==> config.mk <==
export PLATFORM = sky130hd
export DESIGN_NAME = aural_mode_ctrl
export DESIGN_NICKNAME = d
export VERILOG_FILES = /design/src/rtl/aural_pkg.sv /design/src/rtl/aural_rotator.sv /design/src/rtl/aural_mode_ctrl.sv
export SDC_FILE = /design/constraint.sdc
export NUM_CORES = 1
export LEC_CHECK = 0
export BUFFER_PORTS_ARGS = -buffer_cell sky130_fd_sc_hd__buf_2
export CELL_PAD_IN_SITES_DETAIL_PLACEMENT = 0
export CELL_PAD_IN_SITES_GLOBAL_PLACEMENT = 2
export CORE_ASPECT_RATIO = 0.7
export CORE_UTILIZATION = 37
export DETAILED_ROUTE_END_ITERATION = 10
export PLACE_DENSITY_LB_ADDON = 0.1
export SYNTH_ARGS = -nofsm -noshare
export SYNTH_HDL_FRONTEND = slang
export SYNTH_SLANG_ARGS = --single-unit
==> constraint.sdc <==
create_clock -name clk -period 2.04 [get_ports clk]
set_clock_uncertainty 0.1 [all_clocks]
set_input_delay 0.204 -clock clk [delete_from_list [all_inputs] [get_ports clk]]
set_output_delay 0.204 -clock clk [all_outputs]
set_load 0.03 [all_outputs]
==> src/rtl/aural_pkg.sv <==
// aural_pkg: shared definitions for the aural mode controller.
//   - mode index constants (ALL = 0, SOLOk = k+1, ROTATE = NUM_CH+1)
//   - default_mask(): default per-channel enable mask for a mode index
//   - rot_state_e: ROTATE sub-state (PRIMED, STEPPING)
package aural_pkg;

  // Upper bound on channel count supported by the mask helper.
  localparam int unsigned MAX_CH   = 32;
  localparam int unsigned MODE_ALL = 0;

  typedef enum logic {
    ROT_PRIMED   = 1'b0,
    ROT_STEPPING = 1'b1
  } rot_state_e;

  function automatic int unsigned mode_solo(input int unsigned ch);
    return ch + 1;
  endfunction

  function automatic int unsigned mode_rotate(input int unsigned num_ch);
    return num_ch + 1;
  endfunction

  // SOLO modes enable a single channel; ALL and ROTATE (primed) enable all.
  function automatic logic [MAX_CH-1:0] default_mask(input int unsigned num_ch,
                                                     input int unsigned mode_idx);
    logic [MAX_CH-1:0] mask_all;
    mask_all = {MAX_CH{1'b1}} >> (MAX_CH - num_ch);
    if (mode_idx >= mode_solo(0) && mode_idx <= num_ch)
      return MAX_CH'(1) << (mode_idx - 1);
    return mask_all;
  endfunction

endpackage

==> src/rtl/aural_rotator.sv <==
// aural_rotator: dwell counter, rotate sub-state and channel pointer.
// Ports:
//   clk, rst_n   clock, async active-low reset
//   clear        restart from PRIMED with the counter at 0 (accepted press)
//   run          high while the mode is ROTATE; counter held at 0 otherwise
//   tick         dwell advance strobe
//   dir          0 = ascending pointer, 1 = descending (sampled at expiry)
//   ch_en_rot    one-hot of the pointer value taken on this expiry
//   step         combinational expiry pulse (run & tick & count == DWELL-1)
//
// state        | meaning
// -------------+-----------------------------------------------------
// ROT_PRIMED   | ROTATE entered, all channels on, pointer not yet valid
// ROT_STEPPING | pointer valid, gate = one-hot(pointer)
module aural_rotator
  import aural_pkg::*;
#(
  parameter int NUM_CH = 2,
  parameter int CNT_W  = 12,
  parameter int DWELL  = 2083
) (
  input  logic              clk,
  input  logic              rst_n,
  input  logic              clear,
  input  logic              run,
  input  logic              tick,
  input  logic              dir,
  output logic [NUM_CH-1:0] ch_en_rot,
  output logic              step
);

  localparam int PTR_W = $clog2(NUM_CH);
  localparam logic [CNT_W-1:0] CNT_LAST = CNT_W'(DWELL - 1);
  localparam logic [PTR_W-1:0] PTR_LAST = PTR_W'(NUM_CH - 1);

  logic [CNT_W-1:0] r_cnt;
  logic [PTR_W-1:0] r_ptr;
  rot_state_e       r_state;

  logic             w_expire;
  logic [PTR_W-1:0] w_ptr_nxt;

  assign w_expire = run & tick & (r_cnt == CNT_LAST);

  // First expiry picks the starting end from dir; later ones step with wrap.
  always_comb begin
    w_ptr_nxt = r_ptr;
    if (r_state == ROT_PRIMED)
      w_ptr_nxt = dir ? PTR_LAST : '0;
    else if (!dir)
      w_ptr_nxt = (r_ptr == PTR_LAST) ? '0 : r_ptr + 1'b1;
    else
      w_ptr_nxt = (r_ptr == '0) ? PTR_LAST : r_ptr - 1'b1;
  end

  assign ch_en_rot = NUM_CH'(1) << w_ptr_nxt;
  assign step      = w_expire;

  always_ff @(posedge clk or negedge rst_n) begin
    if (!rst_n) begin
      r_cnt   <= '0;
      r_ptr   <= '0;
      r_state <= ROT_PRIMED;
    end else if (clear || !run) begin
      r_cnt   <= '0;
      r_ptr   <= '0;
      r_state <= ROT_PRIMED;
    end else if (tick) begin
      if (w_expire) begin
        r_cnt   <= '0;
        r_ptr   <= w_ptr_nxt;
        r_state <= ROT_STEPPING;
      end else begin
        r_cnt <= r_cnt + 1'b1;
      end
    end
  end

endmodule

==> src/rtl/aural_mode_ctrl.sv <==
// aural_mode_ctrl: button-driven channel mode controller.
// Ports:
//   clk, rst_n     clock, async active-low reset
//   button_press   single-cycle debounced press; advances the mode
//   tick           dwell advance strobe used in ROTATE
//   dir            rotate direction (0 ascending, 1 descending)
//   mode           current mode index (0 ALL, k SOLO k-1, NUM_CH+1 ROTATE)
//   ch_en          per-channel enable mask
//   mode_change    one-cycle pulse the cycle after an accepted press
module aural_mode_ctrl
  import aural_pkg::*;
#(
  parameter  int NUM_CH = 2,
  parameter  int CNT_W  = 12,
  parameter  int DWELL  = 2083,
  localparam int MODE_W = $clog2(NUM_CH + 2)
) (
  input  logic              clk,
  input  logic              rst_n,
  input  logic              button_press,
  input  logic              tick,
  input  logic              dir,
  output logic [MODE_W-1:0] mode,
  output logic [NUM_CH-1:0] ch_en,
  output logic              mode_change
);

  localparam logic [MODE_W-1:0] MODE_ROT = MODE_W'(mode_rotate(NUM_CH));
  localparam logic [MODE_W-1:0] MODE_0   = MODE_W'(MODE_ALL);

  logic [MODE_W-1:0] r_mode;
  logic [NUM_CH-1:0] r_ch_en;
  logic              r_mode_change;

  logic              w_in_rot;
  logic [MODE_W-1:0] w_mode_nxt;
  logic [MAX_CH-1:0] w_mask_full;
  logic [NUM_CH-1:0] w_ch_en_rot;
  logic              w_step;

  assign w_in_rot   = (r_mode == MODE_ROT);
  assign w_mode_nxt = w_in_rot ? MODE_0 : r_mode + 1'b1;

  always_comb begin
    w_mask_full = default_mask(NUM_CH, 32'(w_mode_nxt));
  end

  // A press always clears the rotator, so it wins over a coincident expiry.
  aural_rotator #(
    .NUM_CH (NUM_CH),
    .CNT_W  (CNT_W),
    .DWELL  (DWELL)
  ) u_rotator (
    .clk       (clk),
    .rst_n     (rst_n),
    .clear     (button_press),
    .run       (w_in_rot),
    .tick      (tick),
    .dir       (dir),
    .ch_en_rot (w_ch_en_rot),
    .step      (w_step)
  );

  always_ff @(posedge clk or negedge rst_n) begin
    if (!rst_n) begin
      r_mode        <= MODE_0;
      r_ch_en       <= '1;
      r_mode_change <= 1'b0;
    end else begin
      r_mode_change <= button_press;
      if (button_press) begin
        r_mode  <= w_mode_nxt;
        r_ch_en <= w_mask_full[NUM_CH-1:0];
      end else if (w_step) begin
        r_ch_en <= w_ch_en_rot;
      end
    end
  end

  assign mode        = r_mode;
  assign ch_en       = r_ch_en;
  assign mode_change = r_mode_change;

endmodule

==> flow_summary.ini <==
[global_route]
grt_overflow = 0
grt_max_degree = 20
grt_usage_pct = 15.2
grt_pass1_wl_um = 3370
antenna_found_initial = 0
grt_pass1_vias = 643

[logic_synthesis]
avgSynthCellArea_um2 = 10.5
synth_cell_types = 34
netlist_area_um2 = 1070
synth_cells = 102
ys_ff_latch = 19
seq_area_frac_synth_pct = 44.6
syn_nets = 112
yosysWarningCount = 0

[routing]
dr.pass1.iters = 4
first_iter_violations = 26
via_per_inst = 4.90
wl_per_cell_um = 13.6
ant_nets = 0
vias = 721
route.detailed.drc = 0
routed_wl_um = 1990

[placement]
portBuffers = 9
placed_area_um2 = 1140
hpwl_um = 1490
gp_congestion = 0.719

[timing]
fin_crit_ps = 1850
maxSlewHeadroom_pct = 68.6
worstMarginPinSlew_ps = 471
slew_viol_final = 0
rsz0062_at_grt = no
finalSetupTns_ps = 0
max_freq_mhz = 540
fin_crit_sh_pct = 90.8
finalHoldViolations = 0
setup_viol = 0

[final_layout]
area_growth_pct = 11.1
register_area_um2 = 478
fill_cells = 253
fin_nets = 124
antenna_cells = 0
final_layout_size_suffix_gt1_share_pct = 21.2
fin_area_um2 = 1190
multi_input_area_um2 = 548

[floorplanning]
rows = 15
dieArea_um2 = 3120
ioPinCount = 10
fp.dieH_um = 47.0
initial_core_util_pct = 41.1
die_w_um = 66.3
core_um2 = 2610

[flow_run]
maxCapViolCount = 0

[power]
leakagePower_uw = 0.000498
p_sw_share_pct = 32.6
power.share.sequential_pct = 47.3
p_comb_share_pct = 26.2
intPower_uw = 640
power_frac_clock_pct = 26.5
peakVddDrop_uv = 420
p_per_area_nw_per_um2 = 798
power_uw = 950
switching_power_uw = 310

[clock_network]
cts_buffers = 3
clk_latency_ps = 250
cts_tree = done
clock-sinks = 19
htree_levels = 1
cts_resized = 0
clk_pin_slew_ps = 70
clock_tree.root_cell = clkbuf_8
cts_buffer_depth = 2

[outcome]
outcome = complete, no violations

[worst_setup_path]
cp.required_ps = 2100
path_class = flip-flop to flip-flop
crit_arrival_ps = 1910
crit_fanout = 10
reg2regPathDepth = 6
r2r_setup_slack_ps = 190
endpoint_kind = flip-flop
cp-start-kind = flip-flop

[worst_hold_path]
hp-class = input pin to flip-flop
holdPathStages = 1
-- cell usage in the layout, fill, tap and decap left out, types with 2 or more instances in the layout --
master    synthesis  final
nand2b_1          3      3
nor4_2            2      2
dfstp_2           2      2
nand2_1           7      7
ha_1              5      5
nand4_1           6      6
o21ai_0           3      3
and3_1            2      2
clkbuf_8          0      3
inv_1             6      6
xnor2_1           3      3
mux2i_1           3      3
xor2_1            6      6
nor2_1           12     12
a21oi_1           3      3
nand3_2           2      2
buf_2             1      9
dfrtp_1          17     17
nand3_1           3      3
-- cell families (layout without fill, tap and decap cells) --
family,Yosys count,count (layout),synth area share (%)
buffers and inverters,9,20,4.32
AO/OA/AOI/OAI,10,10,7.12
multiplexers,3,3,2.80
AND/OR/NAND/NOR,47,47,28.0
XOR/XNOR,9,9,7.35
adder cells (fa/ha/maj),5,5,5.83
flip-flops,19,19,44.6
-- repair_timing --
action                                 in CTS  in global routing
hold buffers                                1                  0
setup endpoints to repair                   0                  0
endpoints found under the hold margin      17                  0
setup buffers                               0                  0
-- metal layers --
metal / vias up / GRT usage, % / share of wire [%]
li1: 376 / - / -
met1: 329 / 24.4 / 59
met2: 14 / 19.2 / 37
met3: 2 / 5.10 / 3.6
met4: 0 / 2.55 / 0.40
met5: - / 0 / 0
-- power groups by stage --
stage	Clock, µW	Sequential [µW]	Combinational, µW
4_1_cts	264	450	253
3_5_place_dp	0	456	250
3_3_place_gp	0	455	253
2_1_floorplan	0	526	117
6_report	252	449	249
5_1_grt	282	455	287
-- cell usage after synthesis (all sizes together) --
cell type	number	area share, %
a22oi	1	0.70
nand3	5	3.3
dfrtp	17	40
ha	5	5.8
a21oi	4	2.2
and3	3	2.2
nand4	6	3.5
nand3b	1	0.70
mux2i	3	2.8
nand2	7	2.5
nor3b	1	1.2
and4bb	2	2.3
o31ai	1	2.0
xnor2	3	2.5
inv	6	2.1
o311ai	1	0.82
nand2b	3	1.8
nor2	12	4.2
and4	1	0.82
nor4	2	2.3
nor4b	1	1.4
xor2	6	4.9
or3	1	0.58
dfstp	2	4.9
buf	3	2.2
nor3	1	0.47
o21ai	3	1.4
or3b	1	0.82
-- registers in the layout, indices dropped and copies added (netlist names) --
name               flops
mode                   2
u_rotator.r_cnt       12
u_rotator.r_state      1
u_rotator.r_ptr        1
mode_change            1
ch_en                  2
-- worst paths after layout --
path | startpoint | end
worst min register to register | u_rotator.r_ptr | u_rotator.r_ptr
min in group asynchronous | rst_n | u_rotator.r_cnt[8]
worst max-delay path | u_rotator.r_cnt[0] | u_rotator.r_cnt[11]
worst max register to register | u_rotator.r_cnt[0] | u_rotator.r_cnt[11]
worst min-delay path | button_press | mode_change
max in group asynchronous | rst_n | ch_en[1]
-- cell type report --
type,count,area share (%)
Inverter,6,1.89
Tap cell,34,3.57
Timing Repair Buffer,10,4.62
Multi-Input combinational cell,74,46.0
Sequential cell,19,40.1
Clock buffer,4,3.78
-- through the flow --
| stage | std cells | util (%) | setup slack [ps] | hold WS, ps |
|---|---|---|---|---|
| after floorplan | 102 | - | 254 | -192 |
| after global placement | 142 | 43.5 | 153 | 74.4 |
| after detailed placement | 142 | 43.5 | 221 | 73.2 |
| after CTS | 147 | 45.7 | 175 | 79.9 |
| after global routing | 147 | 45.7 | 20.6 | 87.7 |
| final | 147 | 45.7 | 187 | 88.2 |
-- worst max-delay path: stages (launching register included) --
cell,delay [ps]
dfrtp_1,450
inv_1,80
ha_1,200
and4bb_2,240
nand3_2,120
nand2b_1,280
o31ai_4,300
(Power assumes the default switching activity.)
